**src/rtl/sum_stream_pkg.sv**
```systemverilog
// Shared widths, helpers and state encodings
// for the adder sum-stream consumers.
package sum_stream_pkg;

    localparam int SUM_W         = 9;
    localparam int FRAME_LEN_DEF = 16;

    typedef enum logic {
        ST_ACCUM = 1'b0,
        ST_HOLD  = 1'b1
    } state_t;

    function automatic int clog2(input int v);
        int r;
        r = 0;
        for (int i = 0; i < 31; i++) begin
            if ((1 << i) < v) begin
                r = i + 1;
            end
        end
        return r;
    endfunction

endpackage

```
**src/rtl/sat_add.sv**
```systemverilog
// Combinational saturating add of a sample onto
// an accumulator; returns {clip, result}.
module sat_add #(
    parameter int ACC_W  = 13,
    parameter int DATA_W = 9
) (
    input  logic [ACC_W-1:0]  i_acc,
    input  logic [DATA_W-1:0] i_data,
    output logic [ACC_W:0]    o_res
);

    localparam int SW = ((ACC_W > DATA_W) ? ACC_W : DATA_W) + 1;

    logic [SW-1:0] w_sum;
    logic          w_clip;

    // Wide add, then clamp to all-ones when any bit above ACC_W is set
    always_comb begin
        w_sum  = SW'(i_acc) + SW'(i_data);
        w_clip = |w_sum[SW-1:ACC_W];
        o_res  = {w_clip, w_clip ? {ACC_W{1'b1}} : w_sum[ACC_W-1:0]};
    end

endmodule

```
**src/rtl/sum_frame_accum.sv**
```systemverilog
// Frame accumulator for the adder sum stream:
// per-frame total, peak, count and clip flag.
module sum_frame_accum
    import sum_stream_pkg::*;
#(
    parameter int DATA_W    = SUM_W,
    parameter int FRAME_LEN = FRAME_LEN_DEF,
    parameter int ACC_W     = DATA_W + clog2(FRAME_LEN),
    parameter int CNT_W     = 9
) (
    input  logic              clk,
    input  logic              rst_n,
    input  logic              in_valid,
    output logic              in_ready,
    input  logic [DATA_W-1:0] in_data,
    input  logic              in_last,
    input  logic              clear,
    output logic              out_valid,
    input  logic              out_ready,
    output logic [ACC_W-1:0]  out_total,
    output logic [DATA_W-1:0] out_max,
    output logic [CNT_W-1:0]  out_cnt,
    output logic              out_sat
);

    localparam logic [CNT_W-1:0] LAST_IDX = CNT_W'(FRAME_LEN - 1);

    state_t              r_state;
    state_t              w_state_nxt;
    logic [ACC_W-1:0]    r_acc;
    logic [DATA_W-1:0]   r_max;
    logic [CNT_W-1:0]    r_cnt;
    logic                r_sat;
    logic [ACC_W:0]      w_add;
    logic [DATA_W-1:0]   w_max_nxt;
    logic [CNT_W-1:0]    w_cnt_nxt;
    logic                w_fire;
    logic                w_close;
    logic                w_take;

    // One adder serves both the running sum and the close path
    sat_add #(
        .ACC_W (ACC_W),
        .DATA_W(DATA_W)
    ) u_add (
        .i_acc (r_acc),
        .i_data(in_data),
        .o_res (w_add)
    );

    assign out_valid = (r_state == ST_HOLD);
    assign in_ready  = !out_valid || out_ready;
    assign w_take    = out_valid && out_ready;
    assign w_fire    = in_valid && in_ready && !clear;
    assign w_close   = w_fire && ((r_cnt == LAST_IDX) || in_last);
    assign w_max_nxt = (in_data > r_max) ? in_data : r_max;
    assign w_cnt_nxt = r_cnt + CNT_W'(1);

    // State register
    always_ff @(posedge clk or negedge rst_n) begin
        if (!rst_n) begin
            r_state <= ST_ACCUM;
        end else begin
            r_state <= w_state_nxt;
        end
    end

    // Next state: enter HOLD on close, leave once taken without a new close
    always_comb begin
        w_state_nxt = r_state;
        unique case (r_state)
            ST_ACCUM: begin
                if (w_close) begin
                    w_state_nxt = ST_HOLD;
                end
            end
            ST_HOLD: begin
                if (w_take && !w_close) begin
                    w_state_nxt = ST_ACCUM;
                end
            end
        endcase
    end

    // Running frame state; clear and close both restart the frame
    always_ff @(posedge clk or negedge rst_n) begin
        if (!rst_n) begin
            r_acc <= '0;
            r_max <= '0;
            r_cnt <= '0;
            r_sat <= 1'b0;
        end else if (clear || w_close) begin
            r_acc <= '0;
            r_max <= '0;
            r_cnt <= '0;
            r_sat <= 1'b0;
        end else if (w_fire) begin
            r_acc <= w_add[ACC_W-1:0];
            r_max <= w_max_nxt;
            r_cnt <= w_cnt_nxt;
            r_sat <= r_sat | w_add[ACC_W];
        end
    end

    // Result registers load only on a closing beat and otherwise hold
    always_ff @(posedge clk or negedge rst_n) begin
        if (!rst_n) begin
            out_total <= '0;
            out_max   <= '0;
            out_cnt   <= '0;
            out_sat   <= 1'b0;
        end else if (w_close) begin
            out_total <= w_add[ACC_W-1:0];
            out_max   <= w_max_nxt;
            out_cnt   <= w_cnt_nxt;
            out_sat   <= r_sat | w_add[ACC_W];
        end
    end

endmodule

```
**config.mk**
```make
export PLATFORM = sky130hd
export DESIGN_NAME = sum_frame_accum
export DESIGN_NICKNAME = d
export VERILOG_FILES = /design/src/rtl/sum_stream_pkg.sv /design/src/rtl/sat_add.sv /design/src/rtl/sum_frame_accum.sv
export SDC_FILE = /design/constraint.sdc
export NUM_CORES = 1
export LEC_CHECK = 0
export ABC_AREA = 1
export CAP_MARGIN = 20
export CELL_PAD_IN_SITES_DETAIL_PLACEMENT = 0
export CELL_PAD_IN_SITES_GLOBAL_PLACEMENT = 2
export CORE_ASPECT_RATIO = 1.4
export CORE_MARGIN = 2
export CORE_UTILIZATION = 35
export CTS_BUF_LIST = sky130_fd_sc_hd__clkbuf_4
export DETAILED_ROUTE_END_ITERATION = 10
export PLACE_DENSITY = 0.88
export SYNTH_ARGS = -nofsm -noshare
export SYNTH_HDL_FRONTEND = slang
export SYNTH_SLANG_ARGS = --single-unit
```
**constraint.sdc**
```tcl
create_clock -name clk -period 3.6 [get_ports clk]
set_input_delay 0.72 -clock clk [delete_from_list [all_inputs] [get_ports clk]]
set_output_delay 0.72 -clock clk [all_outputs]
set_load 0.01 [all_outputs]
```
Word level (Yosys, flattened, before mapping):

Index checks and enable logic that the tools add are counted.
W data, S select, Z words.

* register bits: 65
* logic and storage cells: 40
* output and inout port bits: 34
* input port bits: 15

* reductions and logical operators: 12
* equality and inequality tests: 1
* bitwise gates (word level): 2
* $lt $le $gt $ge: 1
* multiplexer cells: 13
* add/sub/neg operators: 2

Operator list (number)
* $mux W9: 5
* $mux W13: 3
* $add A13 B9 Y14: 1
* $add A9 B1 Y9 const B: 1
* $eq A9 B4 Y1 const B: 1
* $gt A9 B9 Y1: 1
* $logic_and A1 B1 Y1: 5
* $mux W1: 4
* $logic_not A1 Y1: 3
* $logic_or A1 B1 Y1: 3
* $pmux W1 S2: 1
* $reduce_bool A2 Y1: 1
* $not A1 Y1: 1
* $or A1 B1 Y1: 1

Depth between registers and ports, before layout:

* word-level depth: 9
* gate-level depth with buffers: 12
* gate-level depth less buffers: 12

By module:

Synthesis repeated with hierarchy kept, for this count alone.

* cells, all modules: 507
* area, all modules: 3811.2 um2

Modules (own cells, without submodules)
* sum_frame_accum: times used 1, area each 3070.4 um2, cells each 360, seq. area each 1626.6 um2
* sat_add: times used 1, area each 740.7 um2, cells each 147, seq. area each 0.0 um2

Worst setup path before layout:

Ideal clock, no wire load.

* kind: input to register
* start: input port in_data[0]
* end: register out_total[8]
* cell stages on the path: 9
* data arrival time: 1943 ps
* setup slack: 1540 ps
* path buffers: 0
* setup time: 117 ps
* required time: 3483 ps
* cell sequence: ha_1 inv_1 fa_1 o21ai_1 nand2_1 nand3_1 nand3_1 nand2_1 nand2_1

* cells in the longest elaborated chain, start to end: 2

RTL lines
* start, declared: line sum_frame_accum.sv:15 `input logic [DATA_W-1:0] in_data,`
* $add A13 B9 Y14: line sat_add.sv:19 `w_sum = SW'(i_acc) + SW'(i_data);`
* $mux W13: line sat_add.sv:21 `o_res = {w_clip, w_clip ? {ACC_W{1'b1}} : w_sum[ACC_W-1:0]};`
* end signal, assigned: line sum_frame_accum.sv:113 `out_total <= w_add[ACC_W-1:0];`
* end, declared: line sum_frame_accum.sv:20 `output logic [ACC_W-1:0] out_total,`

No other way between the ends.
A chain may end at the register's enable or synchronous reset.

Final worst setup path:

* start: input port out_ready
* end: output port in_ready

* cells in the longest elaborated chain, start to end: 1

RTL lines
* start, declared: line sum_frame_accum.sv:19 `input logic out_ready,`
* $logic_or A1 B1 Y1: line sum_frame_accum.sv:52 `assign in_ready = !out_valid || out_ready;`
* end, declared: line sum_frame_accum.sv:14 `output logic in_ready,`

No other way between the ends.

==> flow_metrics.env <==
export IMPL_drtPass1Iterations=4
export IMPL_row_count=44
export IMPL_numClockSinks=65
export IMPL_ys_types=31
export IMPL_cp_start_kind="input port"
export IMPL_synth_nets=546
export IMPL_cp_slowest_cell="clkdlybuf4s50_1"
export IMPL_antenna_found_initial=0
export IMPL_p_int_w=0.00118
export IMPL_globalplace_congestion=0.804
export IMPL_start_util_pct=36.2
export IMPL_cts_path_max_buffers=2
export IMPL_swShare_pct=31.5
export IMPL_comb_power_share_pct=23.7
export IMPL_clk_pin_slew_ps=110
export IMPL_cpLargestDelayFamily="buffers and inverters"
export IMPL_grt_ovfl_total=0
export IMPL_cts_setup_buffers=0
export IMPL_critical_path_class="in2out"
export IMPL_end_kind="output pin"
export IMPL_syn_avg_cell_area_um2=7.41
export IMPL_cp_cell_sequence="clkdlybuf4s50_1 -> inv_1 -> nand2_1 -> clkdlybuf4s50_1"
export IMPL_setup_viol=0
export IMPL_cts_hold_buffers_added=0
export IMPL_ctsResizeCount=0
export IMPL_wire_per_inst_um=13.7
export IMPL_die_width_um=91.9
export IMPL_r2r_end="out_max[0]"
export IMPL_ys_warnings_count=0
export IMPL_layout_commonest_cell="nand2_1"
export IMPL_nNetsFinal=602
export IMPL_cts_buffers=9
export IMPL_p_leak_nw=2.43
export IMPL_irDropWorstVdd_mv=0.197
export IMPL_slowest_delay_ps=550
export IMPL_slew_viol_final=0
export IMPL_rsz0062_at_grt="false"
export IMPL_fin_setup_tns_ps=0
export IMPL_clk_latency_ps=430
export IMPL_synth_enable_flop_cells=0
export IMPL_crit_buf_inv=3
export IMPL_areaGrowthSynthToFinish_pct=20.3
export IMPL_fin_crit_ps=2560
export IMPL_viasPerCell=4.66
export IMPL_hpwl_mm=7.07
export IMPL_cts_tree="done"
export IMPL_maxCapViolCount=0
export IMPL_n_antenna_cell=0
export IMPL_p_switching_w=0.000543
export IMPL_fp_dieH_um=127
export IMPL_worst_pin_slew_ps=486
export IMPL_finalHoldViolCount=0
export IMPL_grt_max_degree=46
export IMPL_htreeDepth=3
export IMPL_ys_seq_area_share_pct=42.9
export IMPL_syn_area_mm2=0.00379
export IMPL_portBuffers=48
export IMPL_drtIter0Drc=140
export IMPL_yosys_most_used_dff="dfrtp_1"
export IMPL_crit_path_end="in_ready"
export IMPL_hold_path_class="in2async"
export IMPL_fmax_ghz=0.390
export IMPL_instances_no_fill=710
export IMPL_fin_skew_ps=17.2
export IMPL_clkPwrFrac_pct=28.0
export IMPL_ant_nets=0
export IMPL_grt_pass1_vias=3248
export IMPL_path_common_cell="clkdlybuf4s50_1"
export IMPL_power_density_mw_per_mm2=379
export IMPL_pwr_share_seq_pct=48.3
export IMPL_core_mm2=0.0105
export IMPL_grt_pass1_wl_mm=16.2
export IMPL_synthArstFlopShare_pct=100
export IMPL_maxSlewHeadroom_pct=67.6
export IMPL_dieArea_mm2=0.0117
export IMPL_mostFrequentLayoutCells="nand2_1 (216), inv_1 (68), dfrtp_1 (65)"
export IMPL_crit_fanout=3
export IMPL_fin_crit_sh_pct=71.2
export IMPL_post_place_cells=693
export IMPL_netlist_instances=511
export IMPL_vias=3311
export IMPL_drc=0
export IMPL_final_area_mm2=0.00456
export IMPL_drive_above_1_share_pct=7.17
export IMPL_cts_root_buf="clkbuf_4"
export IMPL_worstSetupStartpoint="out_ready"
export IMPL_arrival_ps=1840
export IMPL_crit_cells=4
export IMPL_ys_seq_elements=65
export IMPL_io_pins=49
export IMPL_dpl_cell_area_mm2=0.00441
export IMPL_drt_total_wl_mm=9.74
export IMPL_fillers=1130
export IMPL_reg2reg_slack_ps=1600
export IMPL_cp_required_ps=2880
export IMPL_ff2ff_path_depth=9
export IMPL_outcome="completed"
export IMPL_track_usage_pct=17.8
export IMPL_timing_rr_start="r_cnt[0]"
[worst min path at each step]
stage,from,to
after global placement,out_total[8],out_total[8]
after CTS,rst_n,out_total[9]
after detailed placement,r_max[8],r_max[8]
after global routing,rst_n,out_total[9]
final,rst_n,r_cnt[7]
after floorplan,rst_n,out_cnt[0]
[registers in the layout, indices dropped and copies added, names as in the netlist]
register   flops
out_cnt        9
out_max        9
out_sat        1
out_total     13
out_valid      1
r_acc         13
r_cnt          9
r_max          9
r_sat          1
[cells by family after synthesis]
kind of cell / count (synthesis) / synth area share (%)
AO/OA/AOI/OAI: 31 / 4.95
adder cells (fa/ha/maj): 20 / 6.80
AND/OR/NAND/NOR: 306 / 34.3
flip-flops: 65 / 42.9
XOR/XNOR: 9 / 2.08
buffers and inverters: 80 / 8.92
[power groups by stage]
stage	Combinational [W]	Clock, W	Sequential (W)
floorplan	0.000191	0	0.000866
global placement	0.000414	0	0.000847
detailed placement	0.000414	0	0.000846
CTS	0.000416	0.000504	0.000834
global route	0.000463	0.000533	0.000842
finish	0.000409	0.000483	0.000833
[Yosys cell counts, types with 2 or more instances]
cell type	number	area (um2)
o21ai_2	5	43.8
buf_2	5	25.0
dfrtp_1	65	1630
nand2_1	216	811
nand3b_1	3	22.5
xor2_1	9	78.8
nor2_1	20	75.1
nand3_2	3	30.0
o21ai_0	9	45.0
nor2_2	3	18.8
buf_6	3	33.8
nand3_1	51	255
a21oi_1	5	25.0
o21ai_1	5	25.0
nand4_1	4	25.0
inv_1	68	255
ha_1	19	238
o22ai_1	4	25.0
inv_2	2	7.51
[area by class of cell]
class / instances / area [um2] / area share [%]
multi-input combinational: 366 / 1820 / 40.0
tap: 138 / 173 / 3.79
sequential: 65 / 1630 / 35.7
clock buffer: 9 / 67.6 / 1.48
clock inverter: 7 / 61.3 / 1.35
timing repair buffer: 54 / 533 / 11.7
inverter: 71 / 272 / 5.96
[through the flow]
stage               util (%)  hold slack, ps  worst slack, ps  power (W)
global route            43.6             234              975    0.00184
CTS                     43.4             479             1030    0.00175
detailed placement      42.1             466              746    0.00126
floorplan                  -             424             1540    0.00106
finish                  43.6             236             1040    0.00173
global placement        42.1             461              745    0.00126
[layer usage]
metal | GRT usage [%] | up-vias | routed length (um)
li1 | - | 1706 | -
met1 | 22.5 | 1549 | 4380
met2 | 30.4 | 44 | 4890
met3 | 3.83 | 12 | 312
met4 | 5.88 | 0 | 150
met5 | 0 | - | 0
[worst register-to-register path: stages (launching register included)]
cell and delay [ps]:
dfrtp_1 440, ha_1 260, nand3_2 110, nor2_2 50, nand4_2 100, nand2_2 80, nand2_4 310, clkinv_4 320
nand3_1 170, nand2_1 70
Note: power is estimated with default switching activity, not from simulation.
